[src/rtl/pulse_train_emitter_pkg.sv]
// Shared constants and state type for the pulse train emitter.
// Duration width and default gap are common to the duration source and capture logic.
package pulse_train_emitter_pkg;

   localparam int unsigned PULSE_DURATION_SIZE = 15;
   localparam int unsigned EMITTER_GAP_DEFAULT = 8;
   localparam int unsigned DUR_W = PULSE_DURATION_SIZE + 1;

   typedef enum logic [2:0] {
      S_IDLE    = 3'd0,
      S_LOAD    = 3'd1,
      S_HIGH    = 3'd2,
      S_LOW     = 3'd3,
      S_ADVANCE = 3'd4
   } emitter_state_t;

endpackage

[src/rtl/pulse_train_emitter_if.sv]
// Link between a duration source/controller (master) and the pulse train emitter (slave).
interface pulse_train_emitter_if #(
   parameter int unsigned COUNT_W = 16
);
   import pulse_train_emitter_pkg::*;

   logic               enable;
   logic [DUR_W-1:0]   duration;
   logic               next;
   logic               pulse_out;
   logic               busy;
   logic [COUNT_W-1:0] pulses_emitted;

   modport master (
      output enable,
      output duration,
      input  next,
      input  pulse_out,
      input  busy,
      input  pulses_emitted
   );

   modport slave (
      input  enable,
      input  duration,
      output next,
      output pulse_out,
      output busy,
      output pulses_emitted
   );

endinterface

[src/rtl/pulse_train_emitter.sv]
// Replays a stream of durations as a pulse train: D high cycles, GAP_CYCLES low,
// then a one-cycle next strobe before the following duration is loaded.
module pulse_train_emitter
   import pulse_train_emitter_pkg::*;
#(
   parameter int unsigned GAP_CYCLES = EMITTER_GAP_DEFAULT,
   parameter int unsigned COUNT_W    = 16
) (
   input logic                  clk,
   input logic                  rst,
   pulse_train_emitter_if.slave bus
);

   localparam logic [DUR_W-1:0] GAP_LOAD = DUR_W'(GAP_CYCLES - 1);

   emitter_state_t     state, state_nxt;
   logic [DUR_W-1:0]   cnt, cnt_nxt;
   logic [COUNT_W-1:0] count, count_nxt;

   always_ff @(posedge clk) begin
      if (rst) begin
         state <= S_IDLE;
         cnt   <= '0;
         count <= '0;
      end else begin
         state <= state_nxt;
         cnt   <= cnt_nxt;
         count <= count_nxt;
      end
   end

   always_comb begin
      state_nxt = state;
      cnt_nxt   = cnt;
      count_nxt = count;
      case (state)
         S_IDLE: begin
            if (bus.enable) state_nxt = S_LOAD;
         end
         S_LOAD: begin
            // A zero duration skips straight to the gap without counting a pulse
            if (bus.duration != '0) begin
               cnt_nxt   = bus.duration - DUR_W'(1);
               state_nxt = S_HIGH;
            end else begin
               cnt_nxt   = GAP_LOAD;
               state_nxt = S_LOW;
            end
         end
         S_HIGH: begin
            if (cnt == '0) begin
               cnt_nxt   = GAP_LOAD;
               count_nxt = count + COUNT_W'(1);
               state_nxt = S_LOW;
            end else begin
               cnt_nxt = cnt - DUR_W'(1);
            end
         end
         S_LOW: begin
            if (cnt == '0) state_nxt = S_ADVANCE;
            else           cnt_nxt   = cnt - DUR_W'(1);
         end
         S_ADVANCE: begin
            state_nxt = bus.enable ? S_LOAD : S_IDLE;
         end
         default: state_nxt = S_IDLE;
      endcase
   end

   // Outputs decode the state register only, so they carry no path from inputs
   assign bus.pulse_out      = (state == S_HIGH);
   assign bus.next           = (state == S_ADVANCE);
   assign bus.busy           = (state != S_IDLE);
   assign bus.pulses_emitted = count;

endmodule

[src/flat_wrapper.sv]
// flat-port wrapper written by rule: the top's interface ports become plain ports
module pulse_train_emitter_flat import pulse_train_emitter_pkg::*;
#(
   parameter int unsigned GAP_CYCLES = EMITTER_GAP_DEFAULT,
   parameter int unsigned COUNT_W    = 16
)
  (clk, rst, bus_enable, bus_duration, bus_next, bus_pulse_out, bus_busy, bus_pulses_emitted);
  pulse_train_emitter_if #(.COUNT_W(COUNT_W)) bus_i ();
  input logic clk;
  input logic rst;
  input wire logic [$bits(bus_i.enable)-1:0] bus_enable;
  input wire logic [$bits(bus_i.duration)-1:0] bus_duration;
  output wire logic [$bits(bus_i.next)-1:0] bus_next;
  output wire logic [$bits(bus_i.pulse_out)-1:0] bus_pulse_out;
  output wire logic [$bits(bus_i.busy)-1:0] bus_busy;
  output wire logic [$bits(bus_i.pulses_emitted)-1:0] bus_pulses_emitted;
  assign bus_i.enable = bus_enable;
  assign bus_i.duration = bus_duration;
  assign bus_next = bus_i.next;
  assign bus_pulse_out = bus_i.pulse_out;
  assign bus_busy = bus_i.busy;
  assign bus_pulses_emitted = bus_i.pulses_emitted;
  pulse_train_emitter #(.GAP_CYCLES(GAP_CYCLES), .COUNT_W(COUNT_W)) u_core (.clk(clk), .rst(rst), .bus(bus_i));
endmodule
[config.mk]
export PLATFORM = sky130hd
export DESIGN_NAME = pulse_train_emitter_flat
export DESIGN_NICKNAME = d
export VERILOG_FILES = /design/src/rtl/pulse_train_emitter_pkg.sv /design/src/rtl/pulse_train_emitter_if.sv /design/src/rtl/pulse_train_emitter.sv /design/src/flat_wrapper.sv
export SDC_FILE = /design/constraint.sdc
export NUM_CORES = 1
export LEC_CHECK = 0
export CAP_MARGIN = 30
export CORE_MARGIN = 3
export CORE_UTILIZATION = 33
export DETAILED_ROUTE_END_ITERATION = 7
export GPL_TIMING_DRIVEN = 0
export MAX_ROUTING_LAYER = met4
export PLACE_DENSITY_LB_ADDON = 0.2
export RECOVER_POWER = 100
export SLEW_MARGIN = 40
export SYNTH_ARGS = -nofsm -noshare
export SYNTH_HDL_FRONTEND = slang
export SYNTH_SLANG_ARGS = --single-unit
[constraint.sdc]
create_clock -name clk -period 2.6 [get_ports clk]
set_clock_uncertainty 0.15 [all_clocks]
set_input_delay 0.52 -clock clk [delete_from_list [all_inputs] [get_ports clk]]
set_output_delay 0.52 -clock clk [all_outputs]
set_load 0.005 [all_outputs]
==> results of run 1 <==
-- registers in the layout, summed over array words and instances, names as in the netlist --
signal                     flops
u_core.cnt                    16
u_core.bus.pulses_emitted     16
u_core.state                   3
-- per-layer routing --
| layer | GRT usage | routed length, um |
|---|---|---|
| met1 | 0.224 | 3140 |
| met2 | 0.253 | 3000 |
| met3 | 0.0359 | 412 |
| met4 | 0.0625 | 108 |
| met5 | - | 0 |
-- kinds of logic (layout without fill, tap and decap cells) --
logic type      Yosys count  after routing
mux                       1              1
simple gates            137            137
compound gates           71             71
xor+xnor                 21             21
flops                    35             35
fa+ha+maj                 4              4
buf+inv                  25             73
-- placed cells by master (no fill, tap or decap), types with 5 or more instances in the layout --
cell | synthesis | layout
dfxtp_1 | 35 | 34
nor2_1 | 28 | 28
o21ai_0 | 21 | 21
nand2_1 | 19 | 18
clkdlybuf4s50_1 | 0 | 18
nand4_1 | 17 | 17
dlygate4sd3_1 | 0 | 17
a21oi_1 | 16 | 16
xnor2_1 | 12 | 12
inv_1 | 12 | 11
nand3_1 | 11 | 11
or3_1 | 9 | 9
clkbuf_1 | 11 | 9
nor3_1 | 10 | 9
xor2_1 | 9 | 9
nor4_1 | 10 | 8
or4_1 | 7 | 7
a32o_1 | 7 | 7
nor4_4 | 2 | 5
o22ai_1 | 5 | 5
clkbuf_8 | 0 | 5
buf_4 | 0 | 5
-- final cells by class --
type	instances	area share
Multi-Input combinational cell	234	0.529
Sequential cell	35	0.235
Buffer	10	0.0159
Tap cell	93	0.0390
Inverter	13	0.0164
Clock inverter	2	0.00419
Clock buffer	6	0.0243
Timing Repair Buffer	42	0.135
-- worst max-delay path: stages --
cell             delay (ps)
clkdlybuf4s50_1         430
inv_2                    80
ha_2                    200
or3b_4                  410
or2_2                   290
a211oi_1                180
o21ai_0                 100
a221oi_1                310
-- per-stage QoR --
| step | setup WS [ps] | instances | power, mW | instance area, um^2 | TNS, ps |
|---|---|---|---|---|---|
| 6_report | 124 | 435 | 2.04 | 2980 | 0 |
| 2_1_floorplan | 263 | 294 | 1.30 | 2320 | 0 |
| 3_5_place_dp | -543 | 423 | 1.56 | 2810 | -6080 |
| 4_1_cts | 34.0 | 433 | 2.00 | 2940 | 0 |
| 3_3_place_gp | -514 | 423 | 1.55 | 2800 | -5630 |
| 5_1_grt | 0.566 | 435 | 2.17 | 2980 | 0 |
-- path summary, 6_finish.rpt --
check / start / end / slack, ps / cells after the start
max: bus_duration[0] / u_core.cnt[6] / 120 / 8
max reg2reg: u_core.cnt[7] / u_core.cnt[15] / 130 / 6
min reg2reg: u_core.bus.pulses_emitted[15] / u_core.bus.pulses_emitted[15] / 330 / 2
min: u_core.bus.pulses_emitted[15] / u_core.bus.pulses_emitted[15] / 330 / 2
-- power by group --
part           total (mW)  switching, mW  leakage [nW]  internal, mW
clock               0.396          0.209        0.0412         0.187
sequential          0.715          0.113         0.285         0.602
combinational       0.934          0.546         0.710         0.388
total                2.04          0.867          1.04          1.18
-- timing repair --
item / CTS / global route
resized for setup: 7 / 9
hold buffers: 0 / 0
setup endpoints to repair: 16 / 13
setup buffers: 3 / 3
pin swaps: 1 / 3
==> flow_summary.ini, run 1 <==
[run_status]
status = finished clean

[layout]
drive_gt1_frac = 0.117
diodes = 0
ff_latch_area_um2 = 702
final_util = 0.454
fillCellCount = 666
multi_input_area_um2 = 1580
area_growth_pct = 28.4
nets = 364

[yosys]
ys_seq_area_frac = 0.302
synth-seq-cells = 35
synth.most_common_cell = dfxtp_1
synthCells = 294
synthXorXnorAreaFrac = 0.0792
synth_mux_area_frac = 0.00485
synth_compound_area_frac = 0.200
synth-async-reset-ratio = 0
ys.flop_type = dfxtp_1
yosys_warnings = 0
yosys.area_share.simple = 0.349
ys_top_cells_by_area = dfxtp_1, nand4_1, nor2_1
synth_top_cell_area_share = 0.302
yosys.area_share.adder = 0.0215
synth_top_family_by_area = simple AND/OR/NAND/NOR gates
syn-num-nets = 317
yosys.cell_types.count = 53
synth_common_cells = dfxtp_1, nor2_1, o21ai_0, nand2_1, nand4_1
synth_top_area_cell = dfxtp_1
synth_edf_count = 0
syn_area_um2 = 2320
synth.avg_cell_area_um2 = 7.90

[sta]
rsz0062_at_grt = false
worst_slew_pin_slew_ps = 829
fin_crit_sh = 0.952
setup_viol = 0
finalMaxSlewViolations = 0
hold_viol_final = 0
hold_ws_ps = 331
finalCriticalPeriod_ps = 2480
slew_headroom = 0.443
max_freq_mhz = 404

[worst_setup_path]
cp-end-kind = flip-flop
worstSetupPathType = in -> reg
required_ps = 2650
cp.arrival_ps = 2520
worst-path-max-fanout = 5
startpoint_type = input pin

[floorplanning]
dieWidth_um = 89.9
ios = 38
num_rows = 29
core_area_um2 = 6570
die_area_um2 = 8080
die_h_um = 89.9
start_util = 0.354

[route]
drtAntennaViolNets = 0
via_count = 2439
via_per_inst = 5.61
wl_per_cell_um = 15.3
drt_iter0_markers = 166
drcViolationCount = 0
drt-total-wl_mm = 6.67
first_pass_iters = 4

[grt]
grt_start_max_net_pins = 12
grtUsageTotal = 0.169
grt_pass1_vias = 2166
grt-ovfl-total = 0
grt_antenna_before_repair = 0
grt_first_pass_wirelength_mm = 10.9

[job]
max-cap-violations = 0

[clock_tree]
cts_max_level = 2
numCtsBuffers = 5
cts_sinks = 35
cts.path.max_buffers = 2
clk_latency_ps = 300
clkSlewWorstSetupHoldPaths_ps = 80
clock_tree.root_cell = clkbuf_8
cts_tree = done

[placed_design]
io_buffers = 36
gp_congestion = 0.850
dp_hpwl_mm = 4.95

[pwr]
power_density_nw_per_um2 = 685
total_leakage_power_nw = 1.04
vdd.ir_drop.worst_mv = 0.245

[worst_hold_path]
worstHoldPathType = reg -> reg
Note: power is estimated with default switching activity, not from simulation.
==> run 2: changes to the inputs <==
--- a/config.mk
+++ b/config.mk
@@ -9,6 +9,7 @@
 export CORE_MARGIN = 3
 export CORE_UTILIZATION = 33
 export DETAILED_ROUTE_END_ITERATION = 7
+export DONT_BUFFER_PORTS = 1
 export GPL_TIMING_DRIVEN = 0
 export MAX_ROUTING_LAYER = met4
 export PLACE_DENSITY_LB_ADDON = 0.2
==> constraint.sdc (replaced) <==
create_clock -name clk -period 3.16 [get_ports clk]
set_clock_uncertainty 0.15 [all_clocks]
set_input_delay 0.632 -clock clk [delete_from_list [all_inputs] [get_ports clk]]
set_output_delay 0.632 -clock clk [all_outputs]
set_load 0.005 [all_outputs]
==> run 2 against run 1 <==
Global-route usage is 0.86 points lower. Wire length down 3.6%. Sequential share of layout area rose by 4.0 points. Non-clock buffer count down 40. Final cell count is 9.2% lower. Combinational power decreased by 30%. Critical endpoint is now u_core.bus.pulses_emitted[9]. Largest cell class unchanged.
==> flow_summary.ini, run 2 (synthesis results as in run 1) <==
[grt]
grt_antenna_before_repair = 0
grt_first_pass_wirelength_mm = 10.5
grt.met2_usage = 0.237
grt_use_met1 = 0.218
grt_pass1_vias = 2088
grtUsageTotal = 0.160
gr-usage-met3 = 0.0367
busiest_layer = met2
grt_start_max_net_pins = 13
grt-ovfl-total = 0

[clock_tree]
cts_tree = done
numCtsBuffers = 5
clkSlewWorstSetupHoldPaths_ps = 80
cts_setup_buffers = 0
clock_tree.root_cell = clkbuf_8
clk_latency_ps = 290
cts_sinks = 35
cts.path.max_buffers = 2
postCtsHoldBufs = 0
cts_resized = 0
cts_max_level = 2

[sta]
finalMaxSlewViolations = 0
rsz0062_at_grt = false
max_freq_mhz = 369
setup_tns_ps = 0
fin_crit_sh = 0.859
hold_viol_final = 0
finalCriticalPeriod_ps = 2710
worst_slew_pin_slew_ps = 869
setup_viol = 0
slew_headroom = 0.416

[placed_design]
gp_congestion = 0.878
placed_area_um2 = 2440
io_buffers = 0
dp_hpwl_mm = 4.80
dp_cells = 387

[floorplanning]
dieWidth_um = 89.9
die_area_um2 = 8080
die_h_um = 89.9
num_rows = 29
ios = 38
core_area_um2 = 6570
start_util = 0.354

[worst_setup_path]
path_cells = inv_1 -> ha_1 -> nor4b_4 -> nand4_2 -> or3_1 -> clkbuf_1 -> or3_1 -> a21oi_1
required_ps = 3230
cp.arrival_ps = 2790
cp-end-kind = flip-flop
cp_slowest_cell = nor4b_4
worst-path-max-fanout = 10
startpoint_type = flip-flop
crit_top_cell = or3_1
critPathMaxStageDelay_ps = 490
worstSetupPathType = reg -> reg

[route]
drtAntennaViolNets = 0
wl_per_cell_um = 16.3
drt-total-wl_mm = 6.43
drcViolationCount = 0
drt_iter0_markers = 138
first_pass_iters = 4
via_per_inst = 5.75
via_count = 2271

[pwr]
vdd.ir_drop.worst_mv = 0.238
power_density_nw_per_um2 = 646
total_leakage_power_nw = 0.815

[worst_hold_path]
worstHoldPathType = reg -> reg

[run_status]
status = finished clean

[layout]
diodes = 0
mostFrequentLayoutCells = dfxtp_1, nor2_1, o21ai_0
final_util = 0.388
stdcell_count = 395
drive_gt1_frac = 0.0762
nets = 324
area_growth_pct = 9.53
design_area_um2 = 2540
final_common_cell = dfxtp_1

[job]
max-cap-violations = 0
## run 2: cell count changes in the layout (fill, tap and decap cells not counted), moves of 2 or more
| cell | change |
|---|---|
| dlygate4sd3_1 | -17 |
| nor4_1 | +2 |
| inv_2 | -2 |
| inv_1 | +2 |
| buf_4 | -5 |
| clkbuf_1 | +3 |
| clkdlybuf4s50_1 | -18 |
| ha_2 | -2 |
| clkbuf_2 | -2 |
| nor4_4 | -3 |
| ha_1 | +2 |
## run 2: worst max-delay path: cells and delay by family, from the launching register on
family	cells	cell delay (ps)
flops	1	330
simple gates	4	1450
buf+inv	2	350
compound gates	1	150
fa+ha+maj	1	220
## run 2: per-layer routing
layer	vias to the layer above	wire length (um)	share of wire
li1	1132	-	-
met5	-	0	0
met1	1039	3090	0.48
met4	0	76	0.012
met2	94	2810	0.44
met3	6	449	0.070
## run 2: final cells by class
cell class	instances	area (um^2)
Buffer	12	45.0
Clock buffer	5	68.8
Clock inverter	3	43.8
Fill cell	711	4020
Inverter	13	48.8
Multi-Input combinational cell	234	1520
Sequential cell	35	701
Tap cell	93	116
## run 2: path summary, 6_finish.rpt
| check | start | end | slack [ps] | cells past startpoint |
|---|---|---|---|---|
| max reg2reg | u_core.cnt[0] | u_core.bus.pulses_emitted[9] | 450 | 8 |
| min | u_core.cnt[0] | u_core.cnt[0] | 350 | 2 |
| min reg2reg | u_core.cnt[0] | u_core.cnt[0] | 350 | 2 |
| max | u_core.cnt[0] | u_core.bus.pulses_emitted[9] | 450 | 8 |
## run 2: power by group
group | switching, mW | total (mW) | leakage, nW | internal, mW
sequential | 0.0836 | 0.578 | 0.285 | 0.494
combinational | 0.413 | 0.655 | 0.471 | 0.242
clock | 0.175 | 0.410 | 0.0581 | 0.235
total | 0.671 | 1.64 | 0.815 | 0.972
## run 2: stage by stage
stage          setup slack (ps)  total power [mW]  hold slack [ps]
2_1_floorplan               711              1.07              305
3_3_place_gp                460              1.24              324
3_5_place_dp                450              1.23              338
4_1_cts                     455              1.64              351
5_1_grt                     256              1.75              385
6_report                    447              1.64              347
==> run 3: changes to the inputs <==
==> constraint.sdc (replaced) <==
create_clock -name clk -period 2.4 [get_ports clk]
set_clock_uncertainty 0.15 [all_clocks]
set_input_delay 0.48 -clock clk [delete_from_list [all_inputs] [get_ports clk]]
set_output_delay 0.48 -clock clk [all_outputs]
set_load 0.005 [all_outputs]
==> run 3 against run 2 <==
Clock-buffer cell count stayed put. Non-clock buffer count grew 14. Total power increased by 46%. Core utilization increased by 3.1 points. Global-route usage rose by 0.34 points. Register-to-register slack worse by 370 ps. Worst hold slack worse by 11 ps. Worst setup slack worse by 370 ps. Critical path depth unchanged. First-iteration DRC count increased by 36%. Final area grew 8.1%. Clock power grew 32%.
==> flow_summary.ini, run 3 (synthesis results as in run 1) <==
[sta]
max_freq_mhz = 430
rsz0062_at_grt = true
setup_ws_ps = 73.4
setup_viol = 0
slew_headroom = 0.586
finalCriticalPeriod_ps = 2330
finalMaxSlewViolations = 0
hold_viol_final = 0
hold_ws_ps = 336
fin_crit_sh = 0.969
worst_slew_pin_slew_ps = 621

[route]
via_per_inst = 5.65
via_count = 2312
wl_per_cell_um = 16.4
drt_iter0_markers = 187
drtAntennaViolNets = 0
drcViolationCount = 0
first_pass_iters = 4
drt-total-wl_mm = 6.71

[run_status]
status = finished clean

[pwr]
vdd.ir_drop.worst_mv = 0.332
power_density_nw_per_um2 = 875
total_leakage_power_nw = 0.907
p_total_mw = 2.41

[worst_setup_path]
regToRegSetupSlack_ps = 70
worstSetupPathType = reg -> reg
cp-end-kind = flip-flop
cp.arrival_ps = 2350
required_ps = 2420
startpoint_type = flip-flop
worst-path-max-fanout = 6

[placed_design]
dp_hpwl_mm = 4.80
io_buffers = 0
pre_cts_ws_ps = -310
gp_congestion = 0.878
dp_cells = 387

[layout]
final_util = 0.419
drive_gt1_frac = 0.171
nets = 338
area_growth_pct = 18.4
diodes = 0
final_common_cell = dfxtp_1
stdcell_count = 409
mostFrequentLayoutCells = dfxtp_1, nor2_1, o21ai_0
fillCellCount = 696

[floorplanning]
die_area_um2 = 8080
start_util = 0.354
die_h_um = 89.9
num_rows = 29
core_area_um2 = 6570
ios = 38
dieWidth_um = 89.9

[grt]
grtUsageTotal = 0.164
grt_start_max_net_pins = 13
grt_pass1_vias = 2131
grt_first_pass_wirelength_mm = 10.7
grt-ovfl-total = 0
grt_antenna_before_repair = 0

[clock_tree]
cts_sinks = 35
cts.path.max_buffers = 2
clk_latency_ps = 290
postCtsHoldBufs = 0
clock_tree.root_cell = clkbuf_8
cts_max_level = 2
cts_tree = done
clkSlewWorstSetupHoldPaths_ps = 80
numCtsBuffers = 5

[worst_hold_path]
worstHoldPathType = in -> reg

[job]
max-cap-violations = 0
==> run 3: layout make-up <==
cell class	instances	area, um^2	share of cell area
plain buffers	12	55.1	0.0200
clock buffers	5	68.8	0.0250
clock inverters	3	43.8	0.0159
inverters	13	48.8	0.0177
multi-input cells	234	1600	0.581
flip-flops and latches	35	706	0.257
well taps	93	116	0.0423
repair buffers	14	113	0.0409
==> run 3: worst max-delay path, cell delays in order, from the launching register on <==
cell and delay, ps:
dfxtp_1 390, nor4_4 540, nand4_4 140, or3_4 420, buf_6 150, buf_6 130, buf_6 110, xor2_1 120
nor2_1 50
==> run 3: layer usage <==
| layer | up-vias | wire length [um] | track usage |
|---|---|---|---|
| met4 | 0 | 84 | 0.0485 |
| met5 | - | 0 | - |
| met3 | 6 | 444 | 0.0367 |
| li1 | 1159 | - | - |
| met1 | 1056 | 3220 | 0.222 |
| met2 | 91 | 2960 | 0.244 |
==> run 3: what timing repair did <==
action / CTS / global route
cloned: 0 / 0
setup buffers: 5 / 9
pin swaps: 4 / 5
endpoints found under the setup margin: 27 / 20
gates resized for setup: 6 / 20
==> run 3: worst paths after layout <==
path / start / endpoint / cells past startpoint
setup / recovery: u_core.cnt[5] / u_core.bus.pulses_emitted[3] / 8
hold / removal: bus_duration[4] / u_core.cnt[4] / 3
setup reg to reg: u_core.cnt[5] / u_core.bus.pulses_emitted[3] / 8
hold reg to reg: u_core.cnt[0] / u_core.cnt[0] / 2
==> run 3: per-stage QoR <==
step	instance area, um^2	setup TNS (ps)
5_1_grt	2750	-96.7
6_report	2750	0
3_5_place_dp	2440	-4530
2_1_floorplan	2320	0
4_1_cts	2620	0
3_3_place_gp	2440	-4340
==> run 3: report_power, final <==
part	internal (mW)	total (mW)	switching, mW
Clock	0.309	0.541	0.231
Combinational	0.472	1.09	0.623
Sequential	0.653	0.772	0.118
Total	1.43	2.41	0.972
